$ cat src/rtl/spi_cmd_pkg.sv
// rtl/spi_cmd_pkg.sv - opcodes, read-back addresses and FSM states for spi_cmd_decoder
package spi_cmd_pkg;

  localparam logic [7:0] OP_MOTOR = 8'h00;
  localparam logic [7:0] OP_DATA  = 8'h01;

  localparam logic [7:0] ADDR_PERIOD  = 8'd0;
  localparam logic [7:0] ADDR_ENC     = 8'd1;
  localparam logic [7:0] ADDR_DEBUG   = 8'd2;
  localparam logic [7:0] ADDR_BIN     = 8'd3;
  localparam logic [7:0] ADDR_BIN_RST = 8'd4;

  localparam int DEBUG_PERIOD_RESET = 1001;

  typedef enum logic [1:0] {
    IDLE   = 2'd0,
    SETTLE = 2'd1,
    EXEC   = 2'd2
  } state_t;

endpackage

$ cat src/rtl/sync_rise.sv
// rtl/sync_rise.sv - two-flop synchroniser with rising-edge detect
module sync_rise (
  input  logic clk,
  input  logic reset,
  input  logic async_in,
  output logic rise
);

  logic sync1;
  logic sync2;
  logic sync2_d;

  always_ff @(posedge clk) begin
    if (reset) begin
      sync1   <= 1'b0;
      sync2   <= 1'b0;
      sync2_d <= 1'b0;
    end else begin
      sync1   <= async_in;
      sync2   <= sync1;
      sync2_d <= sync2;
    end
  end

  assign rise = sync2 & ~sync2_d;

endmodule

$ cat src/rtl/spi_cmd_decoder.sv
// rtl/spi_cmd_decoder.sv - settles SPI words and decodes motor / data-select commands
module spi_cmd_decoder
  import spi_cmd_pkg::*;
#(
  parameter int DATA_WIDTH    = 32,
  parameter int NUM_MOTORS    = 24,
  parameter int PWM_WIDTH     = 11,
  parameter int NUM_BINS      = 640,
  parameter int SETTLE_CYCLES = 10,
  parameter int PWM_RESET     = 1
) (
  input  logic                            clk,
  input  logic                            reset,
  input  logic                            data_ready,
  input  logic [DATA_WIDTH-1:0]           data_in,
  output logic [NUM_MOTORS*PWM_WIDTH-1:0] motor_periods,
  output logic [PWM_WIDTH-1:0]            debug_period,
  output logic [7:0]                      data_addr_reg,
  output logic [$clog2(NUM_BINS)-1:0]     bin_addr,
  output logic                            cmd_done,
  output logic                            bad_cmd,
  output logic                            overrun
);

  localparam int BIN_W = $clog2(NUM_BINS);
  localparam int CNT_W = $clog2(SETTLE_CYCLES + 1);
  localparam int IDX_W = $clog2(NUM_MOTORS);
  localparam logic [BIN_W-1:0]     BIN_LAST    = BIN_W'(NUM_BINS - 1);
  localparam logic [PWM_WIDTH-1:0] DEBUG_RESET = PWM_WIDTH'(DEBUG_PERIOD_RESET);

  state_t                state, state_next;
  logic [CNT_W-1:0]      cnt, cnt_next;
  logic                  capture;
  logic                  exec;
  logic                  rise;
  logic [DATA_WIDTH-1:0] cmd_word;
  logic [PWM_WIDTH-1:0]  periods [NUM_MOTORS];

  logic [7:0]            opcode;
  logic [7:0]            motor_idx;
  logic [7:0]            data_addr;
  logic [PWM_WIDTH-1:0]  motor_val;
  logic [PWM_WIDTH-1:0]  motor_val_c;
  logic                  idx_ok;
  logic                  unused_bits;

  sync_rise u_sync_rise (
    .clk      (clk),
    .reset    (reset),
    .async_in (data_ready),
    .rise     (rise)
  );

  always_ff @(posedge clk) begin
    if (reset) begin
      state <= IDLE;
      cnt   <= '0;
    end else begin
      state <= state_next;
      cnt   <= cnt_next;
    end
  end

  always_comb begin
    state_next = state;
    cnt_next   = cnt;
    capture    = 1'b0;
    exec       = 1'b0;
    case (state)
      IDLE: begin
        if (rise) begin
          state_next = SETTLE;
          cnt_next   = CNT_W'(SETTLE_CYCLES - 1);
        end
      end
      SETTLE: begin
        if (cnt == '0) begin
          capture    = 1'b1;
          state_next = EXEC;
        end else begin
          cnt_next = cnt - CNT_W'(1);
        end
      end
      EXEC: begin
        exec       = 1'b1;
        state_next = IDLE;
      end
      default: state_next = IDLE;
    endcase
  end

  assign opcode      = cmd_word[DATA_WIDTH-1 -: 8];
  assign motor_idx   = cmd_word[18:11];
  assign motor_val   = cmd_word[PWM_WIDTH-1:0];
  assign data_addr   = cmd_word[7:0];
  // A zero period would stall the PWM counter, so the smallest legal period is 1.
  assign motor_val_c = (motor_val == '0) ? PWM_WIDTH'(1) : motor_val;
  assign idx_ok      = (32'(motor_idx) < NUM_MOTORS);
  assign unused_bits = ^cmd_word[23:19];

  always_ff @(posedge clk) begin
    if (reset) begin
      for (int i = 0; i < NUM_MOTORS; i++) periods[i] <= PWM_WIDTH'(PWM_RESET);
      debug_period  <= DEBUG_RESET;
      data_addr_reg <= '0;
      bin_addr      <= '0;
      cmd_done      <= 1'b0;
      bad_cmd       <= 1'b0;
      overrun       <= 1'b0;
      cmd_word      <= '0;
    end else begin
      cmd_done <= 1'b0;
      bad_cmd  <= 1'b0;
      if (rise && state != IDLE) overrun <= 1'b1;
      if (capture) cmd_word <= data_in;
      if (exec) begin
        case (opcode)
          OP_MOTOR: begin
            if (idx_ok) begin
              periods[motor_idx[IDX_W-1:0]] <= motor_val_c;
              debug_period                  <= motor_val_c;
              cmd_done                      <= 1'b1;
            end else begin
              bad_cmd <= 1'b1;
            end
          end
          OP_DATA: begin
            data_addr_reg <= data_addr;
            cmd_done      <= 1'b1;
            case (data_addr)
              ADDR_BIN:     bin_addr <= (bin_addr == BIN_LAST) ? '0 : bin_addr + BIN_W'(1);
              ADDR_BIN_RST: bin_addr <= '0;
              ADDR_PERIOD, ADDR_ENC, ADDR_DEBUG: ;
              default: ;
            endcase
          end
          default: bad_cmd <= 1'b1;
        endcase
      end
    end
  end

  for (genvar g = 0; g < NUM_MOTORS; g++) begin : g_flat
    assign motor_periods[g*PWM_WIDTH +: PWM_WIDTH] = periods[g];
  end

endmodule

$ cat config.mk
export PLATFORM = sky130hd
export DESIGN_NAME = spi_cmd_decoder
export DESIGN_NICKNAME = d
export VERILOG_FILES = /design/src/rtl/spi_cmd_pkg.sv /design/src/rtl/sync_rise.sv /design/src/rtl/spi_cmd_decoder.sv
export SDC_FILE = /design/constraint.sdc
export NUM_CORES = 1
export LEC_CHECK = 0
export BUFFER_PORTS_ARGS = -buffer_cell sky130_fd_sc_hd__buf_2
export CORE_MARGIN = 4
export CORE_UTILIZATION = 53
export CTS_BUF_LIST = sky130_fd_sc_hd__clkbuf_16
export DETAILED_ROUTE_END_ITERATION = 8
export GPL_TIMING_DRIVEN = 0
export PLACE_DENSITY = 0.9
export SYNTH_ARGS = -nofsm -noshare
export SYNTH_HDL_FRONTEND = slang
export SYNTH_SLANG_ARGS = --single-unit
$ cat constraint.sdc
create_clock -name clk -period 2.4 [get_ports clk]
set_input_delay 0.12 -clock clk [delete_from_list [all_inputs] [get_ports clk]]
set_output_delay 0.12 -clock clk [all_outputs]
set_load 0.05 [all_outputs]
==> results.py, run 1 <==
metrics = {
    "outcome": {
        "outcome": "finished with violations",
        "failed_checks": "negative setup slack",
    },
    "drt": {
        "wl_per_cell_um": 22.7,
        "vias": 10200,
        "drt-pass1-iter-count": 6,
        "drc_errors": 0,
        "vias_per_cell": 5.74,
        "wl_mm": 40.2,
        "drt_iter0_drc": 1228,
        "ant_nets": 0,
    },
    "finish": {
        "nNetsFinal": 1458,
        "final_common_cell": "buf_2",
        "final_layout_size_suffix_gt1_share_pct": 32.6,
        "reg.largest.list": "periods (264), cmd_word (27), debug_period (11)",
        "largest_reg_flops": 264,
        "regMostFlops": "periods",
        "fin_cells": 1769,
        "final_cell_mix": "buf_2 (332), edfxtp_1 (264), nor2_1 (168)",
        "area_growth_pct": 28.8,
        "num-fill-cells": 1571,
    },
    "yosys": {
        "ys.flop_type": "edfxtp_1",
        "yosys.area.top_type": "edfxtp_1",
        "synth_edf_count": 264,
        "ys_async_sr_fraction_pct": 0,
        "synth_top_area_share_pct": 61.9,
        "synth_nets": 1061,
        "ys_warn_count": 0,
        "synth_seq_cells": 332,
        "ys_types": 52,
        "ys_seq_area_share_pct": 72.6,
        "syn_inst": 1023,
        "synth.area.top_cells": "edfxtp_1 (62%), dfxtp_1 (11%), nor2_1 (5.0%), nand2_1 (3.8%), and2_1 (3.6%)",
        "avgSynthCellArea_um2": 12.5,
        "syn_area_mm2": 0.0128,
    },
    "placement": {
        "hpwl_mm": 26.6,
        "io_buffers": 325,
        "dp.cells": 1667,
        "post-place-ws_ns": -0.544,
        "gp_routability_congestion": 0.871,
    },
    "sta": {
        "period_share_pct": 102,
        "rsz0062_at_grt": "true",
        "finClkSkew_ns": 0.0103,
        "tns_ns": -1.16,
        "worstMarginPinSlew_ns": 0.945,
        "worst_slack_ns": -0.0516,
        "finalHoldViolations": 0,
        "slew_headroom_pct": 37.0,
        "max_clock_freq_mhz": 408,
        "slew_violations": 0,
        "finalSetupViolCount": 33,
        "period_needed_ns": 2.45,
        "holdWs_ns": 0.0573,
    },
    "clocking": {
        "clockRootBuffer": "clkbuf_16",
        "cts_max_level": 2,
        "clock_sinks": 332,
        "tritoncts": "built",
        "clock_path_buffers": 3,
        "numCtsBuffers": 34,
        "path_clk_slew_ns": 0.06,
        "clock_latency_ns": 0.51,
    },
    "setup_path": {
        "r2r_slack_ns": -0.05,
        "r2r-start": "cmd_word[16]",
        "setup.worst_path.start_class": "flip-flop",
        "worstPathRequired_ns": 2.58,
        "crit_slowest_cell": "nor4_2",
        "crit_chain": "nor4_2, and2_1, clkbuf_1, and4_2, a21o_2",
        "r2r_end": "periods[5][1]",
        "critical_path_class": "reg -> reg",
        "worst-path-max-fanout": 11,
        "end_kind": "flip-flop",
        "r2r_cells": 5,
        "arrival_ns": 2.63,
        "critPathMaxStageDelay_ns": 0.45,
    },
    "min_path": {
        "hold_path_startpoint": "reset",
        "holdCritPathClass": "in -> reg",
        "whs_endpoint": "bin_addr[1]",
        "hold_path_depth": 4,
    },
    "global_routing": {
        "grt.total_usage_pct": 28.7,
        "grt_pass1_wl_mm": 57.4,
        "grt-ovfl-total": 0,
        "grt_pass1_vias": 9827,
        "grt_max_degree": 15,
        "antenna_found_initial": 4,
    },
    "floorplanning": {
        "die_w_um": 163,
        "start_util_pct": 54.2,
        "fp.coreArea_mm2": 0.0236,
        "die_y_um": 163,
        "num_rows": 56,
        "fp.dieArea_mm2": 0.0267,
        "io_pins": 331,
    },
    "power": {
        "p_leak_uw": 0.00631,
        "powerDensity_mw_per_mm2": 768,
        "ir_drop_uv": 455,
    },
    "flow_run": {
        "maxCapViolCount": 0,
    },
}
## power breakdown
part	internal, uW	total, uW	switching [uW]
Sequential	6350	6430	81.8
Clock	2880	5020	2140
Combinational	250	1200	951
Total	9480	12700	3180
## routing by layer
| layer | vias to the layer above | part of all wire, % | wire (um) | GRT usage (%) |
|---|---|---|---|---|
| met4 | 0 | 5.2 | 2100 | 14.1 |
| met2 | 783 | 49 | 19800 | 48.3 |
| met1 | 4832 | 35 | 14100 | 35.6 |
| met5 | - | 0 | 0 | 0 |
| met3 | 155 | 10 | 4180 | 5.88 |
| li1 | 4387 | - | - | - |
## cells in the mapped netlist (2+ instances only)
master,count
nand2_1,130
o32ai_1,5
nor3_1,9
and2_1,74
or3b_2,2
nand3b_1,2
xor2_1,2
buf_6,12
or2_2,9
nand4_1,12
nor3b_1,2
nand3_1,36
buf_2,5
nor2_1,169
nor4_2,3
ha_1,3
dfxtp_1,68
a21oi_1,42
o21ai_0,13
a21o_1,16
or4_1,2
o211ai_1,5
clkbuf_1,62
nor4_1,15
nor4b_1,2
or3_1,3
inv_1,11
nand2b_1,3
a211oi_1,3
nor2b_1,8
nor3_2,3
and3_1,5
edfxtp_1,264
a311oi_1,3
and4_1,3
## repair_timing
action	4_1_cts	5_1_grt
pin swaps	2	4
hold endpoints to repair	28	0
setup buffers	6	8
setup endpoints to repair	269	490
gates resized for setup	38	40
hold buffers	28	0
## worst max-delay path: cells and delay by family, from the launching register on
family | cells | cell delay (ns)
buf+inv | 1 | 0.31
flops | 1 | 0.34
compound gates | 1 | 0.37
simple gates | 3 | 1.10
## final cells by class
cell class / count / area [um^2] / share of cell area, %
Antenna cell: 4 / 10.0 / 0.0607
Buffer: 74 / 389 / 2.36
Clock buffer: 37 / 926 / 5.61
Clock inverter: 25 / 134 / 0.812
Inverter: 11 / 41.3 / 0.250
Multi-Input combinational cell: 600 / 3290 / 19.9
Sequential cell: 332 / 9290 / 56.3
Tap cell: 319 / 399 / 2.42
Timing Repair Buffer: 367 / 2010 / 12.2
## worst max path at each step
stage | end | startpoint | cells after the start | slack (ns)
finish | periods[5][1] | cmd_word[16] | 5 | -0.05
global route | periods[7][3] | cmd_word[16] | 5 | -0.10
CTS | periods[14][7] | cmd_word[27] | 5 | -0.06
detailed placement | periods[18][5] | cmd_word[27] | 4 | -0.54
global placement | periods[16][0] | cmd_word[6] | 5 | -0.50
floorplan | periods[13][0] | cmd_word[16] | 5 | 0.24
## per-stage QoR
step	util, %	cell area [um^2]	total power, uW
final	69.8	16500	12700
after floorplan	-	12800	7330
after global routing	69.8	16500	13000
after detailed placement	62.8	14800	7660
after CTS	69.1	16300	12600
after global placement	62.8	14800	7640
## cell families (layout without fill, tap and decap cells)
kind of cell | count (synthesis) | in the layout | synth area share, %
buffers and inverters | 91 | 514 | 3.42
DFF | 332 | 332 | 72.6
adders and majority gates | 3 | 3 | 0.293
xor gates and xnor gates | 2 | 2 | 0.137
muxes | 1 | 1 | 0.0880
other | 0 | 4 | 0
and+or+nand+nor | 501 | 501 | 19.0
AOI/OAI and AO/OA | 93 | 93 | 4.53
No activity file was read; power rests on OpenSTA's default activity.
==> inputs of run 2 (changes only) <==
Settings changed: SYNTH_HIERARCHICAL from default to 1.
==> run 2 against run 1 <==
  * The flow now finishes without violations
  * Highest routed layer unchanged
  * Critical path type unchanged
  * Clock skew grew 0.0060 ns
  * Largest cell class unchanged
  * Area after synthesis shrank 1.3%
  * Total power increased by 2.8%
  * Clock power is 6.6% higher
  * Critical endpoint is now periods[19][4]
  * Cell count fell by 0.28%
  * First-iteration DRC count decreased by 2.3%
==> results.py, run 2 <==
metrics = {
    "outcome": {
        "outcome": "finished clean",
    },
    "finish": {
        "final_common_cell": "buf_2",
        "reg.largest.list": "periods (264), cmd_word (27), debug_period (11)",
        "fin_cells": 1764,
        "design_area_mm2": 0.0164,
        "final_cell_mix": "buf_2 (328), edfxtp_1 (264), nor2_1 (243)",
        "area_growth_pct": 30.0,
        "regMostFlops": "periods",
        "nNetsFinal": 1458,
        "final_layout_size_suffix_gt1_share_pct": 32.7,
        "antenna_cells": 0,
        "largest_reg_flops": 264,
    },
    "sta": {
        "holdWs_ns": 0.334,
        "worst_slack_ns": 0.0818,
        "finalSetupViolCount": 0,
        "worstMarginPinSlew_ns": 1.01,
        "rsz0062_at_grt": "false",
        "finClkSkew_ns": 0.0163,
        "slew_headroom_pct": 32.8,
        "tns_ns": 0,
        "slew_violations": 0,
        "max_clock_freq_mhz": 431,
        "period_needed_ns": 2.32,
        "period_share_pct": 96.6,
        "finalHoldViolations": 0,
    },
    "clocking": {
        "clock_latency_ns": 0.55,
        "cts_max_level": 1,
        "clockRootBuffer": "clkbuf_16",
        "clock_sinks": 332,
        "numCtsBuffers": 31,
        "path_clk_slew_ns": 0.06,
        "clock_path_buffers": 3,
        "tritoncts": "built",
    },
    "placement": {
        "post-place-ws_ns": -0.812,
        "io_buffers": 325,
        "place_area_mm2": 0.0147,
        "dp.cells": 1674,
        "hpwl_mm": 27.0,
        "gp_routability_congestion": 0.886,
    },
    "yosys": {
        "synth_seq_cells": 332,
        "synth_nets": 1068,
        "ys_async_sr_fraction_pct": 0,
        "synth_common_cells": "edfxtp_1 (264), nor2_1 (246), nand2_1 (142)",
        "ys_warn_count": 6,
        "syn_inst": 1030,
        "ys_seq_area_share_pct": 73.5,
        "ys_types": 50,
        "avgSynthCellArea_um2": 12.3,
        "synth_edf_count": 264,
        "yosysMostFrequentCell": "edfxtp_1",
        "ys.flop_type": "edfxtp_1",
        "syn_area_mm2": 0.0126,
        "synth.area.top_cells": "edfxtp_1 (63%), dfxtp_1 (11%), nor2_1 (7.3%), nand2_1 (4.2%), nand3_1 (1.8%)",
        "synth_top_area_share_pct": 62.8,
        "yosys.area.top_type": "edfxtp_1",
    },
    "power": {
        "powerDensity_mw_per_mm2": 792,
        "p_leak_uw": 0.00616,
        "ir_drop_uv": 526,
    },
    "global_routing": {
        "grt_pass1_wl_mm": 58.4,
        "grt_pass1_vias": 9701,
        "grt-ovfl-total": 0,
        "antenna_found_initial": 0,
        "grt.total_usage_pct": 29.5,
        "grt_max_degree": 17,
    },
    "min_path": {
        "hold_path_depth": 5,
        "holdCritPathClass": "in -> reg",
        "whs_endpoint": "periods[12][5]",
        "hold_path_startpoint": "reset",
    },
    "drt": {
        "vias_per_cell": 5.69,
        "wl_per_cell_um": 22.7,
        "vias": 10000,
        "drt_iter0_drc": 1200,
        "ant_nets": 0,
        "drc_errors": 0,
        "drt-pass1-iter-count": 6,
        "wl_mm": 40.1,
    },
    "setup_path": {
        "r2r_slack_ns": 0.08,
        "end_kind": "flip-flop",
        "r2r_end": "periods[19][4]",
        "r2r-start": "cmd_word[27]",
        "r2r_cells": 6,
        "setup.worst_path.start_class": "flip-flop",
        "worstPathRequired_ns": 2.64,
        "critical_path_class": "reg -> reg",
        "worst-path-max-fanout": 11,
        "arrival_ns": 2.55,
    },
    "floorplanning": {
        "start_util_pct": 53.8,
        "fp.coreArea_mm2": 0.0235,
        "io_pins": 331,
        "num_rows": 56,
        "die_w_um": 162,
        "fp.dieArea_mm2": 0.0264,
        "die_y_um": 162,
    },
    "flow_run": {
        "maxCapViolCount": 0,
    },
}
run 2: cell count changes after synthesis, sizes merged, moves of 3 or more:
cell | previous run | this run
nand2 | 130 | 142
buf | 18 | 24
and3 | 5 | 2
a21o | 16 | 24
and2 | 74 | 1
nand3 | 37 | 46
nor4 | 19 | 7
nor3 | 12 | 5
or2 | 10 | 2
clkbuf | 62 | 57
nor2 | 169 | 246
inv | 11 | 8
run 2: logic make-up after synthesis:
group                    count (synthesis)  share of synthesized area (%)
adder cells (fa/ha/maj)                  3                          0.297
buffers and inverters                   89                           3.49
flip-flops                             332                           73.5
XOR/XNOR                                 2                          0.139
AO/OA/AOI/OAI                          102                           5.02
AND/OR/NAND/NOR                        501                           17.4
multiplexers                             1                         0.0891
run 2: final cells by class:
cell class / instances / area [um^2]
tap: 319 / 399
clock inverter: 27 / 359
multi-input combinational: 609 / 3140
sequential: 332 / 9290
inverter: 8 / 30.0
timing repair buffer: 364 / 2000
fill: 1518 / 7050
clock buffer: 31 / 776
buffer: 74 / 432
run 2: timing repair:
| action | in CTS | in global routing |
|---|---|---|
| endpoints found under the hold margin | 30 | 0 |
| buffers inserted | 7 | 2 |
| gates cloned | 0 | 0 |
| pin swaps | 3 | 1 |
| setup endpoints to repair | 415 | 372 |
| gates resized for setup | 60 | 43 |
| hold buffers | 30 | 0 |
run 2: power breakdown:
part / switching, uW / leakage (uW) / internal [uW]
clock network: 2110 / 0.000554 / 3240
logic: 955 / 0.00241 / 268
registers: 84.4 / 0.00319 / 6350
run 2: worst max-delay path by stage:
stage | slack [ns] | to | cells after the start | start
5_1_grt | 0.005 | periods[0][5] | 9 | cmd_word[27]
3_5_place_dp | -0.81 | periods[22][5] | 5 | cmd_word[27]
2_1_floorplan | 0.21 | periods[11][0] | 6 | cmd_word[27]
4_1_cts | 0.001 | bin_addr[6] | 5 | cmd_word[3]
3_3_place_gp | -0.81 | periods[22][4] | 5 | cmd_word[27]
6_report | 0.08 | periods[19][4] | 6 | cmd_word[27]
run 2: layer usage:
metal | vias to the layer above | GRT usage, % | wire, um
li1 | 4381 | - | -
met1 | 4761 | 37.4 | 14200
met2 | 772 | 51.9 | 20400
met3 | 116 | 4.86 | 4040
met4 | 0 | 10.0 | 1500
met5 | - | 0 | 0
run 2: per-stage QoR:
step                      utilization (%)  total power (uW)
after floorplan                         -              7340
after global routing                 70.0             13400
after detailed placement             62.4              7670
after CTS                            69.6             13000
final                                70.0             13000
after global placement               62.4              7640
run 2: critical path: stages (launching register included):
cell	delay, ns
dfxtp_1	0.33
nor4_4	0.34
buf_4	0.17
and4_1	0.34
and4_1	0.31
buf_4	0.26
a21o_4	0.25
